<file path="src/rtl/gemm_result_drain_pkg.sv">
// Shared types and the int32 -> int8 requantizer for the GEMM result drain.
package gemm_result_drain_pkg;

    localparam int unsigned PREC_INT8  = 0;
    localparam int unsigned PREC_INT32 = 1;

    typedef enum logic [1:0] {
        S_IDLE,
        S_RUN,
        S_FLUSH,
        S_DONE
    } drain_state_e;

    // Round-half-up arithmetic shift in 33 bits, then clamp to int8.
    function automatic logic [7:0] requant_i8(input logic [31:0] acc, input logic [4:0] sh,
                                              output logic sat_flag);
        logic signed [32:0] rnd;
        logic signed [32:0] s;
        logic signed [32:0] y;
        rnd      = (sh != 5'd0) ? (33'sd1 <<< (sh - 5'd1)) : 33'sd0;
        s        = $signed({acc[31], acc}) + rnd;
        y        = s >>> sh;
        sat_flag = 1'b0;
        if (y > 33'sd127) begin
            sat_flag = 1'b1;
            return 8'h7F;
        end
        if (y < -33'sd128) begin
            sat_flag = 1'b1;
            return 8'h80;
        end
        return y[7:0];
    endfunction

endpackage

</file>
<file path="src/rtl/gemm_result_drain_fifo.sv">
// Synchronous FIFO holding {last, data} output words.
module gemm_result_drain_fifo #(
    parameter int unsigned WIDTH = 33,
    parameter int unsigned DEPTH = 4
) (
    input  logic                       clk,
    input  logic                       rst,
    input  logic                       push,
    input  logic [WIDTH-1:0]           wdata,
    input  logic                       pop,
    output logic [WIDTH-1:0]           rdata,
    output logic                       full,
    output logic                       empty,
    output logic [$clog2(DEPTH):0]     count
);
    localparam int unsigned PW = $clog2(DEPTH);
    localparam int unsigned CW = PW + 1;

    logic [WIDTH-1:0] mem [DEPTH];
    logic [PW-1:0]    wr_ptr;
    logic [PW-1:0]    rd_ptr;
    logic             do_push;
    logic             do_pop;

    assign full    = (count == CW'(DEPTH));
    assign empty   = (count == '0);
    assign do_push = push && !full;
    assign do_pop  = pop && !empty;
    assign rdata   = mem[rd_ptr];

    always_ff @(posedge clk) begin
        if (do_push) begin
            mem[wr_ptr] <= wdata;
        end
    end

    always_ff @(posedge clk) begin
        if (rst) begin
            wr_ptr <= '0;
            rd_ptr <= '0;
            count  <= '0;
        end else begin
            if (do_push) wr_ptr <= wr_ptr + PW'(1);
            if (do_pop)  rd_ptr <= rd_ptr + PW'(1);
            case ({do_push, do_pop})
                2'b10:   count <= count + CW'(1);
                2'b01:   count <= count - CW'(1);
                default: count <= count;
            endcase
        end
    end

    a_no_overflow: assert property (@(posedge clk) disable iff (rst) !(push && full));

endmodule

</file>
<file path="src/rtl/gemm_result_drain.sv">
// Drains int32 GEMM results from the C BRAM, requantizes to int8, packs 4/word and streams them out.
module gemm_result_drain
    import gemm_result_drain_pkg::*;
#(
    parameter int unsigned MAX_ELEMS  = 16384,
    parameter int unsigned PREC       = PREC_INT8,
    parameter int unsigned FIFO_DEPTH = 4
) (
    input  logic                         clk,
    input  logic                         rst,
    input  logic                         start,
    input  logic [15:0]                  M,
    input  logic [15:0]                  Ncols,
    input  logic [4:0]                   shift,
    output logic                         busy,
    output logic                         done,
    output logic [$clog2(MAX_ELEMS)-1:0] addr_C,
    input  logic [31:0]                  data_C,
    output logic [31:0]                  out_data,
    output logic                         out_last,
    output logic                         out_valid,
    input  logic                         out_ready,
    output logic [15:0]                  sat_count
);
    localparam int unsigned AW      = $clog2(MAX_ELEMS);
    localparam int unsigned CW      = $clog2(FIFO_DEPTH) + 1;
    localparam bit          IS_INT8 = (PREC == PREC_INT8);

    drain_state_e  state, state_next;
    logic          busy_d, done_d;
    logic [31:0]   start_total, total, iss_cnt;
    logic [4:0]    shift_q;
    logic [1:0]    iss_lane, pk_lane;
    logic          issue, word_start, iss_last, credit_ok;
    logic          rd_valid, rd_last, rq_valid, rq_last;
    logic [31:0]   rq_data, pk_word, pk_merged;
    logic [7:0]    rq_byte;
    logic          rq_sat;
    logic          push, pop, fifo_full, fifo_empty;
    logic [32:0]   push_data, pop_data;
    logic [CW-1:0] fifo_count, open_words;

    assign start_total = 32'(M) * 32'(Ncols);

    // State register with registered FSM outputs.
    always_ff @(posedge clk) begin
        if (rst) begin
            state <= S_IDLE;
            busy  <= 1'b0;
            done  <= 1'b0;
        end else begin
            state <= state_next;
            busy  <= busy_d;
            done  <= done_d;
        end
    end

    always_comb begin
        state_next = state;
        unique case (state)
            S_IDLE:  if (start) state_next = (start_total == 32'd0) ? S_DONE : S_RUN;
            S_RUN:   if (issue && iss_last) state_next = S_FLUSH;
            S_FLUSH: if (!rd_valid && open_words == '0 && fifo_empty) state_next = S_DONE;
            S_DONE:  state_next = S_IDLE;
            default: state_next = S_IDLE;
        endcase
    end

    always_comb begin
        busy_d = 1'b0;
        done_d = 1'b0;
        if (state_next == S_RUN || state_next == S_FLUSH) busy_d = 1'b1;
        if (state_next == S_DONE) done_d = 1'b1;
    end

    // A read that opens a new output word must reserve a FIFO slot for it.
    always_comb begin
        word_start = !IS_INT8 || (iss_lane == 2'd0);
        credit_ok  = ({1'b0, fifo_count} + {1'b0, open_words}) < (CW + 1)'(FIFO_DEPTH);
        issue      = (state == S_RUN) && (!word_start || credit_ok);
        iss_last   = (iss_cnt == total - 32'd1);
    end

    always_comb begin
        rq_sat  = 1'b0;
        rq_byte = requant_i8(data_C, shift_q, rq_sat);
    end

    always_comb begin
        pk_merged = pk_word | (32'(rq_data[7:0]) << {pk_lane, 3'b000});
        push      = rq_valid && (!IS_INT8 || pk_lane == 2'd3 || rq_last);
        push_data = {rq_last, IS_INT8 ? pk_merged : rq_data};
    end

    always_ff @(posedge clk) begin
        if (rst) begin
            addr_C     <= '0;
            iss_cnt    <= '0;
            iss_lane   <= '0;
            total      <= '0;
            shift_q    <= '0;
            rd_valid   <= 1'b0;
            rd_last    <= 1'b0;
            rq_valid   <= 1'b0;
            rq_last    <= 1'b0;
            rq_data    <= '0;
            pk_lane    <= '0;
            pk_word    <= '0;
            open_words <= '0;
            sat_count  <= '0;
        end else begin
            if (state == S_IDLE && start) begin
                total     <= start_total;
                shift_q   <= shift;
                addr_C    <= '0;
                iss_cnt   <= '0;
                iss_lane  <= '0;
                sat_count <= '0;
            end else if (issue) begin
                iss_cnt  <= iss_cnt + 32'd1;
                iss_lane <= iss_lane + 2'd1;
                if (!iss_last) addr_C <= addr_C + AW'(1);
            end
            rd_valid <= issue;
            rd_last  <= issue && iss_last;
            rq_valid <= rd_valid;
            rq_last  <= rd_last;
            if (rd_valid) begin
                rq_data <= IS_INT8 ? {24'd0, rq_byte} : data_C;
                if (IS_INT8 && rq_sat && sat_count != 16'hFFFF) sat_count <= sat_count + 16'd1;
            end
            if (push) begin
                pk_word <= '0;
                pk_lane <= '0;
            end else if (rq_valid) begin
                pk_word <= pk_merged;
                pk_lane <= pk_lane + 2'd1;
            end
            case ({issue && word_start, push})
                2'b10:   open_words <= open_words + CW'(1);
                2'b01:   open_words <= open_words - CW'(1);
                default: open_words <= open_words;
            endcase
        end
    end

    gemm_result_drain_fifo #(
        .WIDTH(33),
        .DEPTH(FIFO_DEPTH)
    ) u_fifo (
        .clk  (clk),
        .rst  (rst),
        .push (push),
        .wdata(push_data),
        .pop  (pop),
        .rdata(pop_data),
        .full (fifo_full),
        .empty(fifo_empty),
        .count(fifo_count)
    );

    assign out_valid = !fifo_empty;
    assign pop       = out_valid && out_ready;
    assign out_last  = pop_data[32];
    assign out_data  = pop_data[31:0];

    a_push_room:  assert property (@(posedge clk) disable iff (rst) !(push && fifo_full));
    a_addr_range: assert property (@(posedge clk) disable iff (rst) issue |-> (32'(addr_C) < total));
    a_out_stable: assert property (@(posedge clk) disable iff (rst)
                                   (out_valid && !out_ready) |=> (out_valid && $stable(out_data)));

endmodule

</file>
<file path="config.mk">
export PLATFORM = sky130hd
export DESIGN_NAME = gemm_result_drain
export DESIGN_NICKNAME = d
export VERILOG_FILES = /design/src/rtl/gemm_result_drain_pkg.sv /design/src/rtl/gemm_result_drain_fifo.sv /design/src/rtl/gemm_result_drain.sv
export SDC_FILE = /design/constraint.sdc
export NUM_CORES = 1
export LEC_CHECK = 0
export BUFFER_PORTS_ARGS = -buffer_cell sky130_fd_sc_hd__buf_2
export CORE_MARGIN = 3
export CORE_UTILIZATION = 25
export CTS_BUF_LIST = sky130_fd_sc_hd__clkbuf_4
export DETAILED_ROUTE_END_ITERATION = 8
export HOLD_SLACK_MARGIN = 0.1
export PLACE_DENSITY_LB_ADDON = 0.25
export SKIP_LAST_GASP = 1
export SYNTH_ARGS = -nofsm -noshare
export SYNTH_HDL_FRONTEND = slang
export SYNTH_SLANG_ARGS = --single-unit
</file>
<file path="constraint.sdc">
create_clock -name clk -period 10.35 [get_ports clk]
set_clock_uncertainty 0.05 [all_clocks]
set_input_delay 2.07 -clock clk [delete_from_list [all_inputs] [get_ports clk]]
set_output_delay 2.07 -clock clk [all_outputs]
set_load 0.03 [all_outputs]
</file>
# After elaboration in Yosys (flattened, before gate mapping)

Memory sizes are Yosys's and may differ from the RTL's. A register that Yosys moved wholly into a read port is not among the register bits.
Cells that the tools add are included.

Output and inout bits: 66
Memory bits (read-only): 0
Bits in registers: 161
Input bits: 73
Logic and storage cells: 113
Memory bits (writable): 132
Latch bits: 0
Memories: 1

Memories:

| memory     | depth | width | rd ports | clocked after memory_dff | write ports | line                         | source |
|---|---|---|---|---|---|---|---|
| u_fifo.mem | 4     | 33    | 1        | 1                        | 1           | gemm_result_drain_fifo.sv:19 | `logic [WIDTH-1:0] mem [DEPTH];` |

Bitwise operators: 2
Div/mod/pow operators: 0
$lt $le $gt $ge: 3
Shift operators: 3
$add $sub $neg: 15
Multipliers: 1
Muxes and demuxes: 25
Eq/ne operators: 14
Reductions and logical operators: 29

Operator list:

| operator                                                                      | count |
|---|---|
| 16-bit two-way mux                                                            | 3 |
| 32-bit by 33-bit adder with 33-bit output                                     | 1 |
| 33-bit by 8-bit > comparator with 1-bit output, second input constant         | 1 |
| 33-bit by 8-bit less-than comparator with 1-bit output, second input constant | 1 |
| 33-bit two-way mux                                                            | 1 |
| 2-bit by 5-bit <<< shifter with 33-bit output, first input constant           | 1 |
| 33-bit by 5-bit >>> shifter with 33-bit output                                | 1 |
| 32-bit by 1-bit adder with 32-bit output, second input constant               | 1 |
| 32-bit equality test                                                          | 1 |
| 32-bit zero test                                                              | 1 |
| 16-bit by 16-bit multiplier with 32-bit output                                | 1 |
| 8-bit two-way mux                                                             | 4 |
| 32-bit bitwise OR                                                             | 1 |
| 8-bit by 5-bit << shifter with 32-bit output                                  | 1 |
| 32-bit by 1-bit subtractor with 32-bit output, second input constant          | 1 |
| 16-bit by 1-bit adder with 16-bit output, second input constant               | 1 |
| 16-bit inequality test, second input constant                                 | 1 |
| 14-bit by 1-bit adder with 14-bit output, second input constant               | 1 |
| 2-bit equality test, second input constant                                    | 7 |
| 2-bit two-way mux                                                             | 6 |
| 3-bit one-hot mux with 2 select lines                                         | 2 |
| 1-bit logical AND                                                             | 11 |
| 2-bit by 1-bit adder with 2-bit output, second input constant                 | 4 |
| 2-bit by 1-bit equality test with 1-bit output, second input constant         | 4 |
| 17 further kinds                                                              | 35 |

# Logic depth before layout (Yosys ltp)

Depth in word-level cells: 11
Mapped depth: 31
Gate-level depth less buffers: 31

# Hierarchy

A second synthesis with hierarchy kept.

Cell total of the unflattened synthesis: 2,884
Area, all modules: 26,355.3 µm²

Modules (own cells, without submodules):

| module                 | seq. area each (µm²) | area each (µm²) | times used | cells an instance |
|---|---|---|---|---|
| gemm_result_drain      | 3,083.0              | 21,058.9        | 1          | 2,657 |
| gemm_result_drain_fifo | 4,144.0              | 5,296.3         | 1          | 227 |

# Worst setup path after synthesis

Ideal clock, no wire load.

Path type: input to register
From: in M[8]
To: reg busy
Path slack: 957 ps
Stages: 28
Arrival: 9,217 ps
Library setup time: 126 ps
Path through: clkbuf_1 > nand2_1 > fa_1 > inv_1 > fa_1 > inv_1 > fa_1 > inv_1 > fa_1 > inv_1 > fa_1 > inv_1 > fa_1 > ha_1 > or3_1 > a211o_1 > a311oi_1 > o21ai_0 > a2111oi_0 > o41ai_1 > a21oi_1 > nor2b_1 > o41a_1 > xnor2_1 > nor4b_1 > or2_2 > ha_1 > nor2b_1

Word-level cells in the longest chain between the ends: 8
Elaborated cells on any way between the ends: 9

RTL lines:

| what                                                                                  | line                    | source |
|---|---|---|
| start: declaration                                                                    | gemm_result_drain.sv:12 | `input logic [15:0] M,` |
| 16-bit by 16-bit multiplier with 32-bit output *                                      | gemm_result_drain.sv:43 | `assign start_total = 32'(M) * 32'(Ncols);` |
| 32-bit zero test *                                                                    | gemm_result_drain.sv:61 | `S_IDLE: if (start) state_next = (start_total == 32'd0) ? S_DONE : S_RUN;` |
| 2-bit two-way mux * (2 in series)                                                     | gemm_result_drain.sv:61 |  |
| 2-bit one-hot mux with 4 select lines *                                               | gemm_result_drain.sv:60 | `unique case (state)` |
| named net state_next[1]                                                               | gemm_result_drain.sv:29 | `drain_state_e state, state_next;` |
| 2-bit by 1-bit equality test with 1-bit output or 2-bit equality test (tied branches) | gemm_result_drain.sv:72 | `if (state_next == S_RUN \|\| state_next == S_FLUSH) busy_d = 1'b1;` |
| 1-bit logical OR *                                                                    | gemm_result_drain.sv:72 |  |
| 1-bit two-way mux *                                                                   | gemm_result_drain.sv:72 |  |
| named net busy_d                                                                      | gemm_result_drain.sv:30 | `logic busy_d, done_d;` |
| end signal: assignment                                                                | gemm_result_drain.sv:53 | `busy <= busy_d;` |
| end: declaration                                                                      | gemm_result_drain.sv:15 | `output logic busy,` |

The timed path passes the listed nets; every way through them passes the cells marked *.
A chain may end at the register's enable or synchronous reset.

# Final worst setup path

From: in Ncols[6]
To: reg busy

Word-level cells in the longest chain between the ends: 8
Elaborated cells on any way between the ends: 9

RTL lines:

| what                                                                                  | line                    | source |
|---|---|---|
| start: declaration                                                                    | gemm_result_drain.sv:13 | `input logic [15:0] Ncols,` |
| 16-bit by 16-bit multiplier with 32-bit output *                                      | gemm_result_drain.sv:43 |  |
| 32-bit zero test *                                                                    | gemm_result_drain.sv:61 |  |
| 2-bit two-way mux * (2 in series)                                                     | gemm_result_drain.sv:61 |  |
| 2-bit one-hot mux with 4 select lines *                                               | gemm_result_drain.sv:60 |  |
| named net state_next[1]                                                               | gemm_result_drain.sv:29 |  |
| 2-bit by 1-bit equality test with 1-bit output or 2-bit equality test (tied branches) | gemm_result_drain.sv:72 |  |
| 1-bit logical OR *                                                                    | gemm_result_drain.sv:72 |  |
| 1-bit two-way mux *                                                                   | gemm_result_drain.sv:72 |  |
| named net busy_d                                                                      | gemm_result_drain.sv:30 |  |

Marked as above.

==> metrics.md <==
| Metric | Value |
|---|---|
| Reg2reg end | sat_count[2]$_SDFF_PP0_ |
| Placed cells | 4293 |
| Via Count | 21300 |
| DRT antenna net count | 0 |
| Layout Nets | 3418 |
| Critical path startpoint category | input pin |
| Post-cts sizing count | 0 |
| Core area | 0.104 mm2 |
| Post-synth EDFFs | 132 |
| Critical path endpoint category | register |
| Max-cap viol count | 0 |
| Primary FF master, synth | dfxtp_1 |
| Slowest CP cell | a2111oi_0 |
| Post-Syn Area per Cell | 9.10 um2 |
| Die Wd | 330 um |
| Count leader, synth | nand2_1 |
| Clk root buf | clkbuf_4 |
| Reg2Reg Launch Point | shift_q[0]$_SDFFE_PP0P_ |
| Worst-path clk slew | 70 ps |
| DR vias/cell | 4.79 |
| Static leakage | 12.4 nW |
| Cell taking the most area after synthesis | edfxtp_1 |
| GRT overflow | 0 |
| Drt wl/cell | 17.2 um |
| Drc violations | 0 |
| Worst hold-check path type | register to register |
| Most frequent CP cell | fa_1 |
| Register bit count reported by yosys | 295 |
| GP Congestion | 0.854 |
| Synth Instances | 2885 |
| RSZ-0062 raised after global routing | no |
| Critical path arrival | 9910 ps |
| First-pass GRT wire length | 123 mm |
| Worst Tran Pin Value | 1240 ps |
| Die area | 0.109 mm2 |
| Top-area cell type share of the netlist area | 15.1% |
| CP Class | input pin to register |
| Post-Layout Cell Count | 4440 |
| Post-Syn Area | 0.0263 mm2 |
| I/O pins | 139 |
| Crit path to | busy$_SDFF_PP0_ |
| Peak supply drop | 0.351 mV |
| Drt pass-1 iters | 8 |
| Post-synth cell types | 94 |
| Initial Utilization | 25.3% |
| TritonCTS clock tree | done |
| Commonest cells post-synth | 335 x nand2_1, 288 x inv_1, 243 x nor2_1 |
| H-tree depth | 3 |
| Maximum net fanout on the critical path | 16 |
| Post-synthesis sequential area ratio | 27.5% |
| Fmax | 0.107 GHz |
| Worst reg2reg setup slack | 1990 ps |
| CTS max path bufs | 3 |
| Total track usage | 14.2% |
| Die height | 330 um |
| R2R cell count | 26 |
| Number of global-route vias before repair | 21700 |
| Share of layout cells above drive strength 1 | 13.4% |
| Area Growth Syn to Fin | 12.0% |
| Worst Setup SP | Ncols[6] |
| Detailed Place HPWL | 57.1 mm |
| Status | finished, final reports clean |
| Largest net degree at the start of global routing | 60 |
| WP data required | 10930 ps |
| Crit path time final | 9340 ps |
| Pwr dens | 231 mW/mm2 |
| Final Cycle Share | 90.2% |
| Max-slew violations | 0 |
| Slew HR | 16.7% |
| Num rows | 118 |
| Yosys warnings | 0 |
| Net Count, Synth | 3308 |
| Ys async rst share | 0% |
| Initial DRC count | 1327 |
| Skew-Pair Late Insertion Delay | 790 ps |
| Clk sinks | 295 |
| Initial antenna violation count | 2 |
| Setup violations, final | 0 |
| Worst stage delay on the critical path | 670 ps |
| Final setup TNS | 0 ps |
| Inserted Clock Buffers | 80 |
| Postcts setup bufs | 0 |
| Buffers on Ports | 138 |
| Drt total wl | 76.5 mm |
| Fin. Hold Viols | 0 |
| Area contributors post-synth | edfxtp_1 15%, fa_1 15%, dfxtp_1 12% |
| Hold buffer count at CTS | 0 |
==> worst min path at each step <==
stage,from,to,slack (ps),depth (start not counted)
after floorplan,rd_last$_SDFF_PP0_,rq_last$_SDFF_PP0_,360,1
after global placement,rd_last$_SDFF_PP0_,rq_last$_SDFF_PP0_,390,1
after detailed placement,rd_last$_SDFF_PP0_,rq_last$_SDFF_PP0_,390,1
after CTS,iss_lane[1]$_SDFFE_PP0P_,iss_lane[1]$_SDFFE_PP0P_,410,2
after global routing,rd_last$_SDFF_PP0_,rq_last$_SDFF_PP0_,420,1
final,iss_lane[1]$_SDFFE_PP0P_,iss_lane[1]$_SDFFE_PP0P_,410,2
==> flip-flops by register name (all words and copies together), names as in the netlist, 2 cells and up, named ones only <==
signal and cells:
pk_word 32, iss_cnt 32, u_fifo.wr_ptr 2, rq_data 8, addr_C 14, u_fifo.rd_ptr 2, pk_lane 2, open_words 3
total 32, u_fifo.count 3, state 2, sat_count 16, u_fifo.mem 132, iss_lane 2, shift_q 5
==> per-stage QoR <==
| step | hold WS (ps) | power, mW | worst slack [ps] | utilization (%) | instance area (um2) |
|---|---|---|---|---|---|
| 2_1_floorplan | 364 | 4.77 | 957 | - | 26300 |
| 3_5_place_dp | 393 | 5.78 | 229 | 27.3 | 28400 |
| 4_1_cts | 415 | 6.91 | 1090 | 28.3 | 29400 |
| 3_3_place_gp | 388 | 5.81 | 291 | 27.3 | 28400 |
| 5_1_grt | 424 | 7.66 | 567 | 28.3 | 29400 |
| 6_report | 410 | 6.79 | 1010 | 28.3 | 29400 |
==> layer usage <==
layer  GRT usage, %  part of all wire, %  vias to the layer above
li1               -                    -                    10300
met1           19.0                   46                    10400
met2           23.1                   46                      458
met3           2.89                  5.0                      107
met4           4.02                  2.4                        0
met5              0                    0                        -
==> worst max-delay path, delay by kind of cell <==
kind,cells,cell delay [ps]
buffers and inverters,8,880
AO/OA/AOI/OAI,7,2030
adder cells (fa/ha/maj),8,3610
XOR/XNOR,1,230
AND/OR/NAND/NOR,6,1060
==> cells by family after synthesis <==
kind of cell,Yosys count,synth area share (%)
buffers and inverters,431,6.22
DFF,295,27.5
AOI/OAI and AO/OA,520,13.9
adders and majority gates,350,22.3
muxes,95,5.88
xor gates and xnor gates,137,4.57
and+or+nand+nor,1057,19.6
==> cell usage in the layout (no fill, tap or decap), types with 12 or more instances in the layout <==
cell | synthesis | final
mux4_2 | 46 | 46
nor2b_1 | 22 | 22
ha_1 | 153 | 153
o21a_1 | 15 | 15
nor3_1 | 70 | 70
clkinv_1 | 1 | 21
a21o_1 | 55 | 55
nand4_1 | 25 | 25
fa_1 | 197 | 197
nand2_1 | 335 | 334
o211ai_1 | 25 | 25
edfxtp_1 | 132 | 132
a21oi_1 | 126 | 126
clkbuf_4 | 0 | 117
a31oi_1 | 16 | 16
a211o_1 | 12 | 12
nor4_1 | 23 | 23
nand3_1 | 52 | 52
nand2b_1 | 20 | 19
dfxtp_1 | 163 | 160
and3_1 | 31 | 31
mux2_2 | 13 | 13
xor2_1 | 62 | 62
inv_1 | 288 | 288
xnor2_1 | 75 | 75
nor2_1 | 243 | 243
and2_1 | 120 | 116
buf_2 | 7 | 138
or3_1 | 32 | 32
buf_4 | 0 | 31
mux2i_1 | 36 | 36
nor3b_1 | 37 | 37
a211oi_1 | 31 | 31
o21ai_0 | 81 | 81
==> power by group <==
part / leakage, nW / switching (mW) / internal [mW]
registers: 2.54 / 0.0566 / 1.26
clock network: 0.606 / 0.522 / 0.529
logic: 9.22 / 2.57 / 1.85
total: 12.4 / 3.15 / 3.64
==> final cells by class <==
class	count	area (um2)
Timing Repair Buffer	169	923
Clock buffer	117	878
Clock inverter	27	149
Antenna cell	3	7.51
Sequential cell	295	7230
Fill cell	11200	74400
Tap cell	1380	1730
Multi-Input combinational cell	2159	17400
Inverter	290	1090
(Power assumes the default switching activity.)
